**src/rtl/spi_sclk_gen.sv**
```systemverilog
// SPI serial-clock generator: emits a finite burst of SCLK edges per frame
// plus registered lead/trail edge pulses and CPHA-mapped sample/shift strobes.
module spi_sclk_gen #(
  parameter int DIV_W = 8,
  parameter int CNT_W = 6
) (
  input  logic             i_clk,
  input  logic             i_rst_n,
  input  logic             i_cfg_wr,
  input  logic [DIV_W-1:0] i_cfg_div,
  input  logic [CNT_W-1:0] i_cfg_bits,
  input  logic             i_cfg_cpol,
  input  logic             i_cfg_cpha,
  input  logic             i_start,
  input  logic             i_abort,
  output logic             o_busy,
  output logic             o_done,
  output logic             o_sclk,
  output logic             o_lead_edge,
  output logic             o_trail_edge,
  output logic             o_sample,
  output logic             o_shift,
  output logic [CNT_W-1:0] o_bit_count
);

  localparam logic [1:0] ST_IDLE = 2'd0;
  localparam logic [1:0] ST_RUN  = 2'd1;
  localparam logic [1:0] ST_DONE = 2'd2;

  logic [1:0]       state;
  logic [DIV_W-1:0] div_q;
  logic [CNT_W-1:0] bits_q;
  logic             cpol_q;
  logic             cpha_q;
  logic [DIV_W-1:0] fast_cnt;
  logic [CNT_W:0]   edge_cnt;
  logic [CNT_W-1:0] bit_cnt;
  logic             sclk_q;
  logic             lead_q;
  logic             trail_q;

  logic             half_done;
  logic [CNT_W:0]   edge_next;
  logic             last_edge;
  logic             going_lead;

  // div_q never holds 0 (a zero write is stored as 1), so H-1 never underflows.
  assign half_done  = (fast_cnt == div_q - DIV_W'(1));
  assign edge_next  = edge_cnt + (CNT_W+1)'(1);
  assign last_edge  = (edge_next == {bits_q, 1'b0});
  assign going_lead = (sclk_q == cpol_q);

  // NOTE: every register here is updated with <= so all branches see the
  // pre-edge values of state, counters and sclk_q within the same cycle.
  always_ff @(posedge i_clk or negedge i_rst_n) begin
    if (!i_rst_n) begin
      state    <= ST_IDLE;
      div_q    <= DIV_W'(2);
      bits_q   <= CNT_W'(8);
      cpol_q   <= 1'b0;
      cpha_q   <= 1'b0;
      fast_cnt <= '0;
      edge_cnt <= '0;
      bit_cnt  <= '0;
      sclk_q   <= 1'b0;
      lead_q   <= 1'b0;
      trail_q  <= 1'b0;
    end else begin
      lead_q  <= 1'b0;
      trail_q <= 1'b0;
      case (state)
        ST_IDLE: begin
          sclk_q <= cpol_q;
          if (i_cfg_wr) begin
            div_q  <= (i_cfg_div == '0) ? DIV_W'(1) : i_cfg_div;
            bits_q <= i_cfg_bits;
            cpol_q <= i_cfg_cpol;
            cpha_q <= i_cfg_cpha;
            // Bypass so a new idle level appears one cycle after the write.
            sclk_q <= i_cfg_cpol;
          end else if (i_start) begin
            if (bits_q != '0) begin
              state    <= ST_RUN;
              fast_cnt <= '0;
              edge_cnt <= '0;
              bit_cnt  <= '0;
            end else begin
              state <= ST_DONE;
            end
          end
        end
        ST_RUN: begin
          if (i_abort) begin
            state  <= ST_IDLE;
            sclk_q <= cpol_q;
          end else if (half_done) begin
            fast_cnt <= '0;
            sclk_q   <= ~sclk_q;
            edge_cnt <= edge_next;
            lead_q   <= going_lead;
            trail_q  <= ~going_lead;
            if (!going_lead) begin
              bit_cnt <= bit_cnt + CNT_W'(1);
            end
            if (last_edge) begin
              state <= ST_DONE;
            end
          end else begin
            fast_cnt <= fast_cnt + DIV_W'(1);
          end
        end
        ST_DONE: begin
          state  <= ST_IDLE;
          sclk_q <= cpol_q;
        end
        default: state <= ST_IDLE;
      endcase
    end
  end

  assign o_busy       = (state == ST_RUN);
  assign o_done       = (state == ST_DONE);
  assign o_sclk       = sclk_q;
  assign o_lead_edge  = lead_q;
  assign o_trail_edge = trail_q;
  // CPHA only swaps which edge pulse drives which strobe.
  assign o_sample     = cpha_q ? trail_q : lead_q;
  assign o_shift      = cpha_q ? lead_q  : trail_q;
  assign o_bit_count  = bit_cnt;

endmodule

```
**config.mk**
```make
export PLATFORM = sky130hd
export DESIGN_NAME = spi_sclk_gen
export DESIGN_NICKNAME = d
export VERILOG_FILES = /design/src/rtl/spi_sclk_gen.sv
export SDC_FILE = /design/constraint.sdc
export NUM_CORES = 1
export LEC_CHECK = 0
export BUFFER_PORTS_ARGS = -buffer_cell sky130_fd_sc_hd__buf_4
export CORE_UTILIZATION = 41
export CTS_CLUSTER_DIAMETER = 40
export DETAILED_ROUTE_END_ITERATION = 7
export GPL_ROUTABILITY_DRIVEN = 0
export PLACE_DENSITY = 0.62
export SLEW_MARGIN = 5
export SYNTH_ARGS = -nofsm -noshare
export SYNTH_HDL_FRONTEND = slang
export SYNTH_SLANG_ARGS = --single-unit
```
**constraint.sdc**
```tcl
create_clock -name i_clk -period 4 [get_ports i_clk]
set_input_delay 0.8 -clock i_clk [delete_from_list [all_inputs] [get_ports i_clk]]
set_output_delay 0.8 -clock i_clk [all_outputs]
set_load 0.02 [all_outputs]
```
-- Word level (Yosys, flattened, before mapping)
Cells that the tools add are included.
- bits in registers: 42
- output and inout port bits: 13
- reductions and logical operators: 11
- bitwise gates (word level): 2
- $add $sub $neg: 4
- equality and inequality tests: 13
- multiplexer cells: 39
- operators with widths (operator ; number):
    8-bit two-way mux ; 6
    6-bit two-way mux ; 6
    7-bit two-way mux ; 5
    8-bit one-hot mux with 2 select lines ; 1
    7-bit one-hot mux with 2 select lines ; 1
    2-bit two-way mux ; 6
    6-bit one-hot mux with 2 select lines ; 1
    1-bit two-way mux ; 11
    2-bit != test, second input constant ; 5
    8-bit by 1-bit adder with 8-bit output, second input constant ; 1
    8-bit == test ; 1
    8-bit logical NOT ; 1
    8-bit by 1-bit subtractor with 8-bit output, second input constant ; 1
    7-bit by 1-bit adder with 7-bit output, second input constant ; 1
    7-bit == test ; 1
    7-bit AND reduction ; 1
    6-bit by 1-bit adder with 6-bit output, second input constant ; 1
    3-bit by 2-bit != test with 1-bit output, second input constant ; 2
    6-bit AND reduction ; 1
    6-bit nonzero test ; 1
    5-bit AND reduction ; 1
    2-bit one-hot mux with 2 select lines ; 1
    2-bit AND reduction ; 2
    4-bit AND reduction ; 1
    other kinds (9) ; 10

-- Depth between registers and ports, before layout
- depth after elaboration: 6
- gate-level depth with buffers: 10
- gate-level depth less buffers: 8

-- Worst setup path before layout
Ideal clock, no wire load.
- path kind: reg-to-reg
- start: register div_q[1]
- end: register bit_cnt[5] (netlist: o_bit_count[5])
- path slack: 1.471 ns
- stages on the path, launching flop included: 10
- data arrival time: 2.450 ns
- data required time: 3.921 ns
- path through: dfstp_2 > inv_1 > ha_1 > xnor2_1 > a311o_1 > a2111oi_4 > o21ai_2 > buf_6 > nor4_1 > mux2i_1
- longest elaborated chain between the ends: 4
- ends and longest elaborated chain (element ; line ; RTL):
    start, declared ; 31 ; logic [DIV_W-1:0] div_q;
    start signal, assigned ; 75 ; div_q <= (i_cfg_div == '0) ? DIV_W'(1) : i_cfg_div;
    8-bit by 1-bit subtractor with 8-bit output ; 48 ; assign half_done = (fast_cnt == div_q - DIV_W'(1));
    8-bit == test ; 48 ;
    2-bit by 1-bit != test with 1-bit output (no source line) ; -- ;
    7-bit AND reduction (no source line) ; -- ;
    end signal, assigned ; 103 ; bit_cnt <= bit_cnt + CNT_W'(1);
    end, declared ; 37 ; logic [CNT_W-1:0] bit_cnt;
Every way passes these cells.
A chain may end at the register's enable or synchronous reset.

-- Worst setup path after layout
- start: register div_q[1]
- end: register edge_cnt[4]
- longest elaborated chain between the ends: 4
- ends and longest elaborated chain (element ; line ; RTL):
    8-bit by 1-bit subtractor with 8-bit output ; 48 ;
    8-bit == test ; 48 ;
    2-bit by 1-bit != test with 1-bit output (no source line) ; -- ;
    6-bit AND reduction (no source line) ; -- ;
    end signal, assigned ; 99 ; edge_cnt <= edge_next;
    end, declared ; 36 ; logic [CNT_W:0] edge_cnt;
Every way passes these cells.

==> flow_metrics.tcl <==
set metrics [dict create \
    status "finished, final reports clean" \
    sequentialPowerShare 0.378 \
    async_reset_ff_frac 1.00 \
    crit_type "reg2reg" \
    io_buffers 33 \
    synth-edff-count 0 \
    synth_top_area_share 0.382 \
    startpoint "div_q[1]" \
    hp-class "in2async" \
    grtUsageTotal 0.179 \
    nets 327 \
    n_fill_cell 579 \
    r2r_cells 9 \
    initial_core_util 0.435 \
    syn_area_mm2 0.00262 \
    start_kind "register" \
    dr_total_vias 2122 \
    area_growth_pct 15.0 \
    rsz0062_at_grt "false" \
    min_period_over_period 0.760 \
    p_int_mw 1.08 \
    syn_nets 297 \
    finClkSkew_ns 0.00600 \
    core_mm2 0.00603 \
    fin_area_mm2 0.00301 \
    critPathArrivalTime_ns 3.27 \
    fmax_mhz 329 \
    synth_ff_type "dfrtp_1" \
    power_frac_comb 0.462 \
    cts.sinks 42 \
    dieArea_mm2 0.00671 \
    drt_iter0_drc 133 \
    p_clk_frac 0.160 \
    worstSetupEndpointType "register" \
    die_x_um 81.9 \
    htree_levels 2 \
    timing.rr.start "div_q[1]" \
    rows 28 \
    yosysUniqueCellTypes 55 \
    ctsResizeCount 0 \
    relSlewSlack 0.383 \
    cts.path.max_buffers 2 \
    setup.worst_path.end "edge_cnt[4]" \
    yosysWarnings 0 \
    final_cells 374 \
    clk_latency_ns 0.30 \
    post_dp_cell_area_mm2 0.00292 \
    clk_pin_slew_ns 0.09 \
    grt_pass1_wl_um 9230 \
    synth_seq_area_share 0.402 \
    io_pins 34 \
    p_leak_nw 1.24 \
    cts_setup_buffers 0 \
    final_common_cell "dfrtp_1" \
    totalWireLength_um 5470 \
    setup_viol 0 \
    postRouteAntennaNets 0 \
    cap_violations 0 \
    hold_viol_final 0 \
    switching_share 0.414 \
    grt_pass1_vias 2016 \
    reg2reg_to "edge_cnt[4]" \
    yosys.area.top_type "dfrtp_1" \
    cts_tree "yes" \
    hold_buffers 0 \
    powerDensity_mw_per_mm2 615 \
    drive_gt1_frac 0.244 \
    syn_inst 268 \
    netSwitchingPower_mw 0.767 \
    cts_buffers 5 \
    ir_drop_v 0.000471 \
    min_period_ns 3.04 \
    root_buffer "clkbuf_8" \
    synth_top_cells_by_area "dfrtp_1 38%, mux2_2 7.7%, xnor2_1 4.3%" \
    drv_slew 0 \
    dp_hpwl_um 3920 \
    final_cell_mix "40 x dfrtp_1, 36 x buf_4, 24 x nand2_1, 20 x nand3_1, 18 x mux2_2" \
    cp_max_fo 25 \
    hold_ws_ns 0.480 \
    drc 0 \
    vias_per_cell 5.67 \
    drt-pass1-iter-count 4 \
    r2r_slack_ns 0.96 \
    syn_avg_cell_area_um2 9.77 \
    die_h_um 81.9 \
    ys_ff_latch 42 \
    diodes 0 \
    worst_pin_slew_ns 0.925 \
    antenna_found_initial 0 \
    tns_ns 0 \
    grt_overflow 0 \
    placed_cells 366 \
    routedWlPerCell_um 14.6 \
    grt_max_degree 43 \
    required_ns 4.24 \
]
layout make-up:
cell class	count	area [um2]	share of cell area
inverters	12	45.0	0.0150
repair buffers	36	270	0.0897
well taps	75	93.8	0.0312
multi-input cells	201	1450	0.483
clock inverters	2	12.5	0.00415
flip-flops and latches	42	1050	0.350
clock buffers	6	82.6	0.0274
power by group through the flow:
stage / logic (mW) / registers, mW / clock network (mW)
after floorplan: 0.682 / 0.672 / 0
after global placement: 0.848 / 0.706 / 0
after detailed placement: 0.852 / 0.711 / 0
after CTS: 0.858 / 0.702 / 0.305
after global routing: 0.952 / 0.722 / 0.316
final: 0.855 / 0.701 / 0.296
kinds of logic (layout without fill, tap and decap cells):
family	count (synthesis)	after routing	share of synthesized area
DFF	42	42	0.402
AOI/OAI and AO/OA	51	51	0.148
adders and majority gates	8	8	0.0382
muxes	23	23	0.0965
buffers and inverters	25	56	0.0425
xor gates and xnor gates	19	19	0.0688
and+or+nand+nor	100	100	0.204
state kept, by name (all words and copies together), names as in the netlist:
signal,cells
state,2
edge_cnt,7
bits_q,6
o_lead_edge,1
o_trail_edge,1
fast_cnt,8
cpha_q,1
o_bit_count,6
div_q,8
cpol_q,1
o_sclk,1
cell usage after synthesis, types with 6 or more instances:
master    count
nor2_1        8
clkbuf_1      7
o21ai_0       7
mux2_2       18
xnor2_1      13
inv_1        12
nand4_1       9
nor3_1        6
ha_1          8
dfrtp_1      40
nand3_1      20
a21oi_1       6
nand2_1      24
or4_1         6
critical path, cell delays in order (launching register included):
cell,delay (ns)
dfstp_2,0.56
inv_1,0.04
ha_1,0.28
xnor2_1,0.13
a311o_1,0.36
a2111oi_4,0.37
o21ai_2,0.33
buf_4,0.29
or4_1,0.52
nand4_1,0.09
per-layer routing:
| layer | GRT usage | vias to the layer above | part of all wire |
|---|---|---|---|
| met5 | 0 | - | 0 |
| met4 | 0.0614 | 0 | 0.011 |
| met3 | 0.0267 | 4 | 0.030 |
| met2 | 0.297 | 31 | 0.49 |
| met1 | 0.235 | 1027 | 0.47 |
| li1 | - | 1060 | - |
how the worst min path moves through the flow:
stage	start	end	slack, ns	cells past startpoint
floorplan	i_rst_n	bits_q[0]	0.50	0
CTS	i_rst_n	cpha_q	0.50	1
global placement	div_q[7]	div_q[7]	0.53	1
detailed placement	o_bit_count[5]	o_bit_count[5]	0.54	2
global route	i_rst_n	cpha_q	0.53	1
finish	i_rst_n	cpha_q	0.48	1
metrics by stage:
| step | utilization | power (mW) | setup WS [ns] |
|---|---|---|---|
| 2_1_floorplan | - | 1.35 | 1.47 |
| 3_3_place_gp | 0.484 | 1.55 | 1.03 |
| 3_5_place_dp | 0.484 | 1.56 | 0.958 |
| 4_1_cts | 0.500 | 1.87 | 0.951 |
| 5_1_grt | 0.500 | 1.99 | 0.801 |
| 6_report | 0.500 | 1.85 | 0.961 |
Power figures use the tool's default switching activity.
